==> config.mk <==
export PLATFORM = sky130hd
export DESIGN_NAME = keypad_conditioner_flat
export DESIGN_NICKNAME = d
export VERILOG_FILES = /design/src/rtl/keypad_conditioner_pkg.sv /design/src/rtl/keypad_conditioner_if.sv /design/src/rtl/keypad_conditioner_key_debounce_cell.sv /design/src/rtl/keypad_conditioner.sv /design/src/flat_wrapper.sv
export SDC_FILE = /design/constraint.sdc
export NUM_CORES = 1
export LEC_CHECK = 0
export ABC_AREA = 1
export BUFFER_PORTS_ARGS = -buffer_cell sky130_fd_sc_hd__buf_4
export CAP_MARGIN = 25
export CORE_UTILIZATION = 42
export DETAILED_ROUTE_END_ITERATION = 16
export PLACE_DENSITY = 0.67
export SYNTH_ARGS = -nofsm -noshare
export SYNTH_HDL_FRONTEND = slang
export SYNTH_SLANG_ARGS = --single-unit
==> constraint.sdc <==
create_clock -name clk -period 2.7 [get_ports clk]
set_clock_uncertainty 0.15 [all_clocks]
set_input_delay 0.54 -clock clk [delete_from_list [all_inputs] [get_ports clk]]
set_output_delay 0.54 -clock clk [all_outputs]
set_load 0.02 [all_outputs]
==> src/rtl/keypad_conditioner_pkg.sv <==
// Shared key indices and width helpers for the keypad front end and the lock FSM.
package keypad_conditioner_pkg;

  localparam int N_KEYS_DEFAULT = 4;

  localparam int KEY_A = 0;
  localparam int KEY_B = 1;
  localparam int KEY_C = 2;
  localparam int KEY_D = 3;

  // A single key still needs a one-bit code field.
  function automatic int code_width(input int n_keys);
    return (n_keys > 1) ? $clog2(n_keys) : 1;
  endfunction

  function automatic int cnt_width(input int cycles);
    return $clog2(cycles + 1);
  endfunction

  localparam int KEY_CODE_W = code_width(N_KEYS_DEFAULT);

  typedef logic [KEY_CODE_W-1:0] key_code_t;

endpackage

==> src/rtl/keypad_conditioner_if.sv <==
// Button inputs and conditioned key events between the keypad front end and its consumer.
interface keypad_conditioner_if
  import keypad_conditioner_pkg::*;
#(
  parameter int N_KEYS = N_KEYS_DEFAULT
);

  localparam int CODE_W = code_width(N_KEYS);

  logic [N_KEYS-1:0] btn_raw;
  logic [N_KEYS-1:0] level_out;
  logic [N_KEYS-1:0] press;
  logic              key_valid;
  logic [CODE_W-1:0] key_code;
  logic              multi_press;

  modport master (
    input  btn_raw,
    output level_out,
    output press,
    output key_valid,
    output key_code,
    output multi_press
  );

  modport slave (
    output btn_raw,
    input  level_out,
    input  press,
    input  key_valid,
    input  key_code,
    input  multi_press
  );

endinterface

==> src/rtl/keypad_conditioner_key_debounce_cell.sv <==
// One key: input synchroniser, stable-count debounce filter and rising-edge press pulse.
module key_debounce_cell
  import keypad_conditioner_pkg::*;
#(
  parameter int SYNC_STAGES     = 2,
  parameter int DEBOUNCE_CYCLES = 16
) (
  input  logic clk,
  input  logic rst,
  input  logic btn_i,
  output logic level_o,
  output logic press_o,
  output logic press_nxt_o
);

  localparam int                CNT_W    = cnt_width(DEBOUNCE_CYCLES);
  localparam logic [CNT_W-1:0] CNT_LAST = CNT_W'(DEBOUNCE_CYCLES - 1);
  localparam logic [CNT_W-1:0] CNT_ONE  = CNT_W'(1);

  logic [SYNC_STAGES-1:0] sync_q, sync_d;
  logic                   sync_s;
  logic [CNT_W-1:0]       cnt_q, cnt_d;
  logic                   db_q, db_d;
  logic                   db_prev_q;
  logic                   press_q, press_d;

  assign sync_d = {sync_q[SYNC_STAGES-2:0], btn_i};
  assign sync_s = sync_q[SYNC_STAGES-1];

  // Any agreement between the synchronised input and the debounced level restarts the count.
  always_comb begin
    cnt_d = cnt_q;
    db_d  = db_q;
    if (sync_s == db_q) begin
      cnt_d = '0;
    end else if (cnt_q == CNT_LAST) begin
      db_d  = sync_s;
      cnt_d = '0;
    end else begin
      cnt_d = cnt_q + CNT_ONE;
    end
  end

  assign press_d = db_q & ~db_prev_q;

  always_ff @(posedge clk) begin
    if (rst) begin
      sync_q    <= '0;
      cnt_q     <= '0;
      db_q      <= 1'b0;
      db_prev_q <= 1'b0;
      press_q   <= 1'b0;
    end else begin
      sync_q    <= sync_d;
      cnt_q     <= cnt_d;
      db_q      <= db_d;
      db_prev_q <= db_q;
      press_q   <= press_d;
    end
  end

  assign level_o     = db_q;
  assign press_o     = press_q;
  assign press_nxt_o = press_d;

endmodule

==> src/rtl/keypad_conditioner.sv <==
// Keypad front end: per-key debounce cells plus a registered priority encoder and multi-press flag.
module keypad_conditioner
  import keypad_conditioner_pkg::*;
#(
  parameter int N_KEYS          = N_KEYS_DEFAULT,
  parameter int SYNC_STAGES     = 2,
  parameter int DEBOUNCE_CYCLES = 16
) (
  input  logic                 clk,
  input  logic                 rst,
  keypad_conditioner_if.master bus
);

  localparam int CODE_W = code_width(N_KEYS);

  logic [N_KEYS-1:0] level;
  logic [N_KEYS-1:0] press;
  logic [N_KEYS-1:0] press_nxt;

  logic              key_valid_q, key_valid_d;
  logic [CODE_W-1:0] key_code_q, key_code_d;
  logic              multi_q, multi_d;

  function automatic logic [CODE_W-1:0] lowest_index(input logic [N_KEYS-1:0] v);
    logic [CODE_W-1:0] code;
    code = '0;
    for (int i = N_KEYS - 1; i >= 0; i--) begin
      if (v[i]) code = CODE_W'(i);
    end
    return code;
  endfunction

  // True once a second set bit is seen, i.e. popcount > 1.
  function automatic logic more_than_one(input logic [N_KEYS-1:0] v);
    logic seen;
    logic multi;
    seen  = 1'b0;
    multi = 1'b0;
    for (int i = 0; i < N_KEYS; i++) begin
      if (v[i]) begin
        multi = multi | seen;
        seen  = 1'b1;
      end
    end
    return multi;
  endfunction

  for (genvar k = 0; k < N_KEYS; k++) begin : g_key
    key_debounce_cell #(
      .SYNC_STAGES    (SYNC_STAGES),
      .DEBOUNCE_CYCLES(DEBOUNCE_CYCLES)
    ) u_cell (
      .clk        (clk),
      .rst        (rst),
      .btn_i      (bus.btn_raw[k]),
      .level_o    (level[k]),
      .press_o    (press[k]),
      .press_nxt_o(press_nxt[k])
    );
  end

  // Decoded from the next press vector so the summary outputs register alongside press.
  always_comb begin
    key_valid_d = |press_nxt;
    key_code_d  = lowest_index(press_nxt);
    multi_d     = more_than_one(press_nxt);
  end

  always_ff @(posedge clk) begin
    if (rst) begin
      key_valid_q <= 1'b0;
      key_code_q  <= '0;
      multi_q     <= 1'b0;
    end else begin
      key_valid_q <= key_valid_d;
      key_code_q  <= key_code_d;
      multi_q     <= multi_d;
    end
  end

  assign bus.level_out   = level;
  assign bus.press       = press;
  assign bus.key_valid   = key_valid_q;
  assign bus.key_code    = key_code_q;
  assign bus.multi_press = multi_q;

endmodule

==> src/flat_wrapper.sv <==
// flat-port wrapper written by rule: the top's interface ports become plain ports
module keypad_conditioner_flat import keypad_conditioner_pkg::*;
#(
  parameter int N_KEYS          = N_KEYS_DEFAULT,
  parameter int SYNC_STAGES     = 2,
  parameter int DEBOUNCE_CYCLES = 16
)
  (clk, rst, bus_btn_raw, bus_level_out, bus_press, bus_key_valid, bus_key_code, bus_multi_press);
  keypad_conditioner_if #(.N_KEYS(N_KEYS)) bus_i ();
  input  logic clk;
  input  logic rst;
  input wire logic [$bits(bus_i.btn_raw)-1:0] bus_btn_raw;
  output wire logic [$bits(bus_i.level_out)-1:0] bus_level_out;
  output wire logic [$bits(bus_i.press)-1:0] bus_press;
  output wire logic [$bits(bus_i.key_valid)-1:0] bus_key_valid;
  output wire logic [$bits(bus_i.key_code)-1:0] bus_key_code;
  output wire logic [$bits(bus_i.multi_press)-1:0] bus_multi_press;
  assign bus_i.btn_raw = bus_btn_raw;
  assign bus_level_out = bus_i.level_out;
  assign bus_press = bus_i.press;
  assign bus_key_valid = bus_i.key_valid;
  assign bus_key_code = bus_i.key_code;
  assign bus_multi_press = bus_i.multi_press;
  keypad_conditioner #(.N_KEYS(N_KEYS), .SYNC_STAGES(SYNC_STAGES), .DEBOUNCE_CYCLES(DEBOUNCE_CYCLES)) u_core (.clk(clk), .rst(rst), .bus(bus_i));
endmodule
* Word-level counts from Yosys, hierarchy flattened
Index checks and enable logic that the tools add are counted.
Widths: inputs -> output; s select.
** Word-level totals
- Register bits :: 44
- Input bits :: 6
- Word-level logic and storage cells :: 70
** Cells by class
- Add/sub/neg operators :: 4
- Equality and inequality tests :: 8
- Multiplexer cells :: 9
- Bitwise operators :: 14
- Reductions and logical operators :: 11
** Operators by type and width (count)
- $add 5x1->5 const B :: 4
- $eq 5x4->1 const B :: 4
- $reduce_or 3->1 :: 5
- $not 1->1 :: 8
- $reduce_and 2->1 :: 4
- $mux 1 :: 7
- $and 1x1->1 :: 4
- $eq 1x1->1 :: 4
- $mux 2 :: 2
- $reduce_or 4->1 :: 1
- $or 1x1->1 :: 2
- $reduce_or 2->1 :: 1

* Depth between registers and ports, before layout
- Depth in word-level cells :: 8
- Depth in mapped cells :: 7
- Mapped depth without buffers :: 7

* Modules after synthesis
Synthesis repeated with hierarchy kept, for this count alone.
** Second synthesis, totals
- Cells, all modules :: 185
- Area total of the unflattened synthesis :: 1606.5 um^2
** Modules (own cells, without submodules)
- key_debounce_cell :: instances 4, cells an instance 41, area each 364.1 um^2, sequential area each 200.2 um^2
- keypad_conditioner :: instances 1, cells an instance 21, area each 150.1 um^2, sequential area each 80.1 um^2

* Worst setup path after synthesis
Ideal clock, no wire load.
- Kind :: reg2reg
- Start point :: register u_core.g_key[0].u_cell.cnt_q[0]
- End point :: register u_core.g_key[0].u_cell.db_q
- Arrival :: 1.031 ns
- Path slack :: 1.400 ns
- Cell stages (with the launch flop) :: 8
- Path buffers :: 0
- Clock period less this slack :: 1.300 ns
- Cells stage by stage :: dfxtp_1 ha_1 nand2_1 nor2_1 ha_1 inv_1 o21ai_0 a21oi_1
** Between the ends
- Longest elaborated chain between the ends :: 2
** Ends and longest elaborated chain
- start: declaration :: RTL line keypad_conditioner_key_debounce_cell.sv:22 : logic [CNT_W-1:0] cnt_q, cnt_d;
- start signal: assignment :: RTL line keypad_conditioner_key_debounce_cell.sv:55 : cnt_q <= cnt_d;
- $eq 5x4->1 :: RTL line keypad_conditioner_key_debounce_cell.sv:36 : end else if (cnt_q == CNT_LAST) begin
- $reduce_and 2->1 (no source line)
- end signal: assignment :: RTL line keypad_conditioner_key_debounce_cell.sv:50 : db_q <= 1'b0;
- end signal: assignment :: RTL line keypad_conditioner_key_debounce_cell.sv:56 : db_q <= db_d;
- end: declaration :: RTL line keypad_conditioner_key_debounce_cell.sv:23 : logic db_q, db_d;
No other way between the ends.
A chain may end at the register's enable or synchronous reset.

* Final worst setup path
- Start point :: register u_core.g_key[3].u_cell.db_q
- End point :: output port bus_level_out[3]
** RTL lines
- start: declaration :: RTL line keypad_conditioner_key_debounce_cell.sv:23
- start signal: assignment :: RTL line keypad_conditioner_key_debounce_cell.sv:50
- start signal: assignment :: RTL line keypad_conditioner_key_debounce_cell.sv:56
- end: declaration :: RTL line flat_wrapper.sv:13 : output wire logic [$bits(bus_i.level_out)-1:0] bus_level_out;
No word-level cell between the ends.

==> flow_summary.yaml <==
placement:
  gp_congestion: 0.687
  io_buffer_count: 17
  dp_hpwl_um: 1590
  dpl.cell_count: 248
critical_path:
  crit_required_ns: 2.01
  rr_endpoint: "u_core.g_key[3].u_cell.cnt_q[4]$_SDFF_PP0_"
  path_buf_inv: 1
  slowest_stage: "dfxtp_1"
  cpPeakStageDelay_ns: 0.43
  critPathArrivalTime_ns: 0.90
  end_kind: "primary output"
  r2r_slack_ns: 1.28
  worstSetupStartpointType: "register"
  critPathMaxFanout: 5
  criticalPathCategory: "register to primary output"
  path_cells: "buf_4"
  crit_family: "flip-flops"
  reg2reg_depth: 7
  r2r-start: "u_core.g_key[3].u_cell.cnt_q[0]$_SDFF_PP0_"
finish:
  antenna_cells: 0
  drive_gt1_share_pct: 14.4
  nNetsFinal: 221
  syn2layout_area_growth_pct: 14.4
  stdcell_count: 256
logic_synthesis:
  ys_seq_elements: 44
  synthArstFlopShare_pct: 0
  ys_warn_count: 0
  yosys.area.top_type: "dfxtp_1"
  synth-simple-area-share_pct: 20.2
  syn_area_um2: 1650
  synth_fa_ha_area_share_pct: 6.08
  yosysMostFrequentCell: "dfxtp_1"
  synth_nets: 207
  synth_edf_count: 0
  synth_area_leaders: "dfxtp_1 54%, nor2_1 9.6%, inv_1 7.8%, ha_1 6.1%, nand2_1 4.8%"
  synthCells: 193
  syn_area_per_cell_um2: 8.53
  seq_area_frac_synth_pct: 53.5
  synth_top_area_share_pct: 53.5
  synthTopCellsByCount: "44 x dfxtp_1, 42 x nor2_1, 34 x inv_1"
  ys.flop_type: "dfxtp_1"
  synth-xor-area-share_pct: 4.26
  ys_types: 17
  muxShareOfSynthArea_pct: 0
  synth_top_family_by_area: "simple AND/OR/NAND/NOR gates"
  synth_compound_area_share_pct: 3.35
pwr:
  irDropWorstVdd_mv: 0.348
  p_total_mw: 1.22
  power.density_nw_per_um2: 650
  power.leakage_nw: 0.809
sta:
  setup_viol: 0
  period_needed_ns: 1.59
  hold_viol: 0
  fin_crit_sh_pct: 59.0
  slew_violations: 0
  rsz0062_at_grt: "no"
  tns_ns: 0
  tightest_slew_ns: 0.200
  fmax_ghz: 0.628
  relSlewSlack_pct: 86.7
outcome:
  status: "finished clean"
cts:
  htreeDepth: 2
  post_cts_buffers: 0
  postCtsHoldBufs: 0
  cts-root-buf: "clkbuf_8"
  cts_resized: 0
  cts.sinks: 44
  clockBufferDepth: 2
  insertion_delay_ns: 0.30
  cts_tree: "yes"
  clk_pin_slew_ns: 0.08
  cts-buffers-inserted: 5
routing:
  vias: 1106
  via_per_inst: 4.32
  first_iter_violations: 60
  drt-pass1-iter-count: 4
  drc: 0
  wire_per_inst_um: 8.73
  ant_nets: 0
  totalWireLength_um: 2240
die:
  dieArea_um2: 4170
  die_h_um: 64.6
  rows: 22
  ios: 18
  start_util_pct: 44.3
  die_x_um: 64.6
  core-area_um2: 3720
hold_path:
  hp-start: "u_core.g_key[3].u_cell.sync_q[0]$_SDFF_PP0_"
  hold_end: "u_core.g_key[3].u_cell.sync_q[1]$_SDFF_PP0_"
  hold_depth: 2
  hold_class: "register to register"
global_route:
  grt_start_max_net_pins: 20
  grt-ovfl-total: 0
  grt_use_total_pct: 13.1
  grt_pass1_vias: 1013
  grt_pass1_wl_um: 4040
  antenna_found_initial: 0
job:
  drv_cap: 0
final cells by class:
type / count / area [µm²]
tap: 48 / 60.1
timing repair buffer: 17 / 128
clock buffer: 7 / 96.3
clock inverter: 1 / 30.0
inverter: 35 / 131
fill: 371 / 1830
multi-input combinational: 104 / 557
sequential: 44 / 881
layer usage:
metal	up-vias	global-route usage, %	part of all wire [%]
li1	603	-	-
met1	476	13.8	47
met2	20	20.7	45
met3	7	6.51	5.3
met4	0	8.33	3.0
met5	-	0	0
power by group:
part	total, mW	leakage, nW	internal, mW	switching [mW]
sequential	0.659	0.356	0.656	0.00386
combinational	0.0248	0.389	0.0101	0.0147
clock	0.539	0.0645	0.326	0.213
worst max-delay path by stage:
stage,end,slack (ns),startpoint,depth (start not counted)
after CTS,bus_level_out[3],1.07,u_core.g_key[3].u_cell.level_o$_SDFFE_PP0P_,1
after global placement,u_core.g_key[2].u_cell.level_o$_SDFFE_PP0P_,1.31,u_core.g_key[2].u_cell.cnt_q[0]$_SDFF_PP0_,7
after floorplan,u_core.g_key[0].u_cell.level_o$_SDFFE_PP0P_,1.40,u_core.g_key[0].u_cell.cnt_q[0]$_SDFF_PP0_,7
after detailed placement,u_core.g_key[1].u_cell.level_o$_SDFFE_PP0P_,1.28,u_core.g_key[1].u_cell.cnt_q[0]$_SDFF_PP0_,7
after global routing,bus_level_out[3],1.06,u_core.g_key[3].u_cell.level_o$_SDFFE_PP0P_,1
final,bus_level_out[3],1.11,u_core.g_key[3].u_cell.level_o$_SDFFE_PP0P_,1
placed cells by master (no fill, tap or decap):
cell and n:
xor2_1 4, o21ai_0 5, nand4_1 4, nor3_1 1, a21oi_1 6, ha_1 8, inv_2 1, nand2_1 21
nor2_1 42, clkbuf_8 7, nand3_1 5, nand3_2 4, inv_1 34, bufinv_16 1, buf_4 17, xnor2_1 4
dfxtp_1 44
state kept, by name, indices dropped and copies added (netlist names):
signal and cells:
u_core.g_key.u_cell.cnt_q 20, u_core.g_key.u_cell.sync_q 8, u_core.g_key.u_cell.db_prev_q 4, u_core.g_key.u_cell.level_o 4
u_core.g_key.u_cell.press_o 4, u_core.bus.key_code 2, u_core.bus.key_valid 1, u_core.bus.multi_press 1
through the flow:
step / utilization (%) / area [µm²] / hold WS (ns) / setup WS, ns
finish: 50.7 / 1880 / 0.256 / 1.11
global route: 50.7 / 1880 / 0.268 / 1.06
CTS: 50.7 / 1880 / 0.257 / 1.07
detailed placement: 47.3 / 1760 / 0.245 / 1.28
global placement: 47.3 / 1760 / 0.241 / 1.31
floorplan: - / 1650 / 0.238 / 1.40
logic make-up (layout without fill, tap and decap cells):
group / after synthesis / in the layout
buffers and inverters: 45 / 60
xor gates and xnor gates: 8 / 8
and+or+nand+nor: 77 / 77
DFF: 44 / 44
AOI/OAI and AO/OA: 11 / 11
adders and majority gates: 8 / 8
No activity file was read; power rests on OpenSTA's default activity.
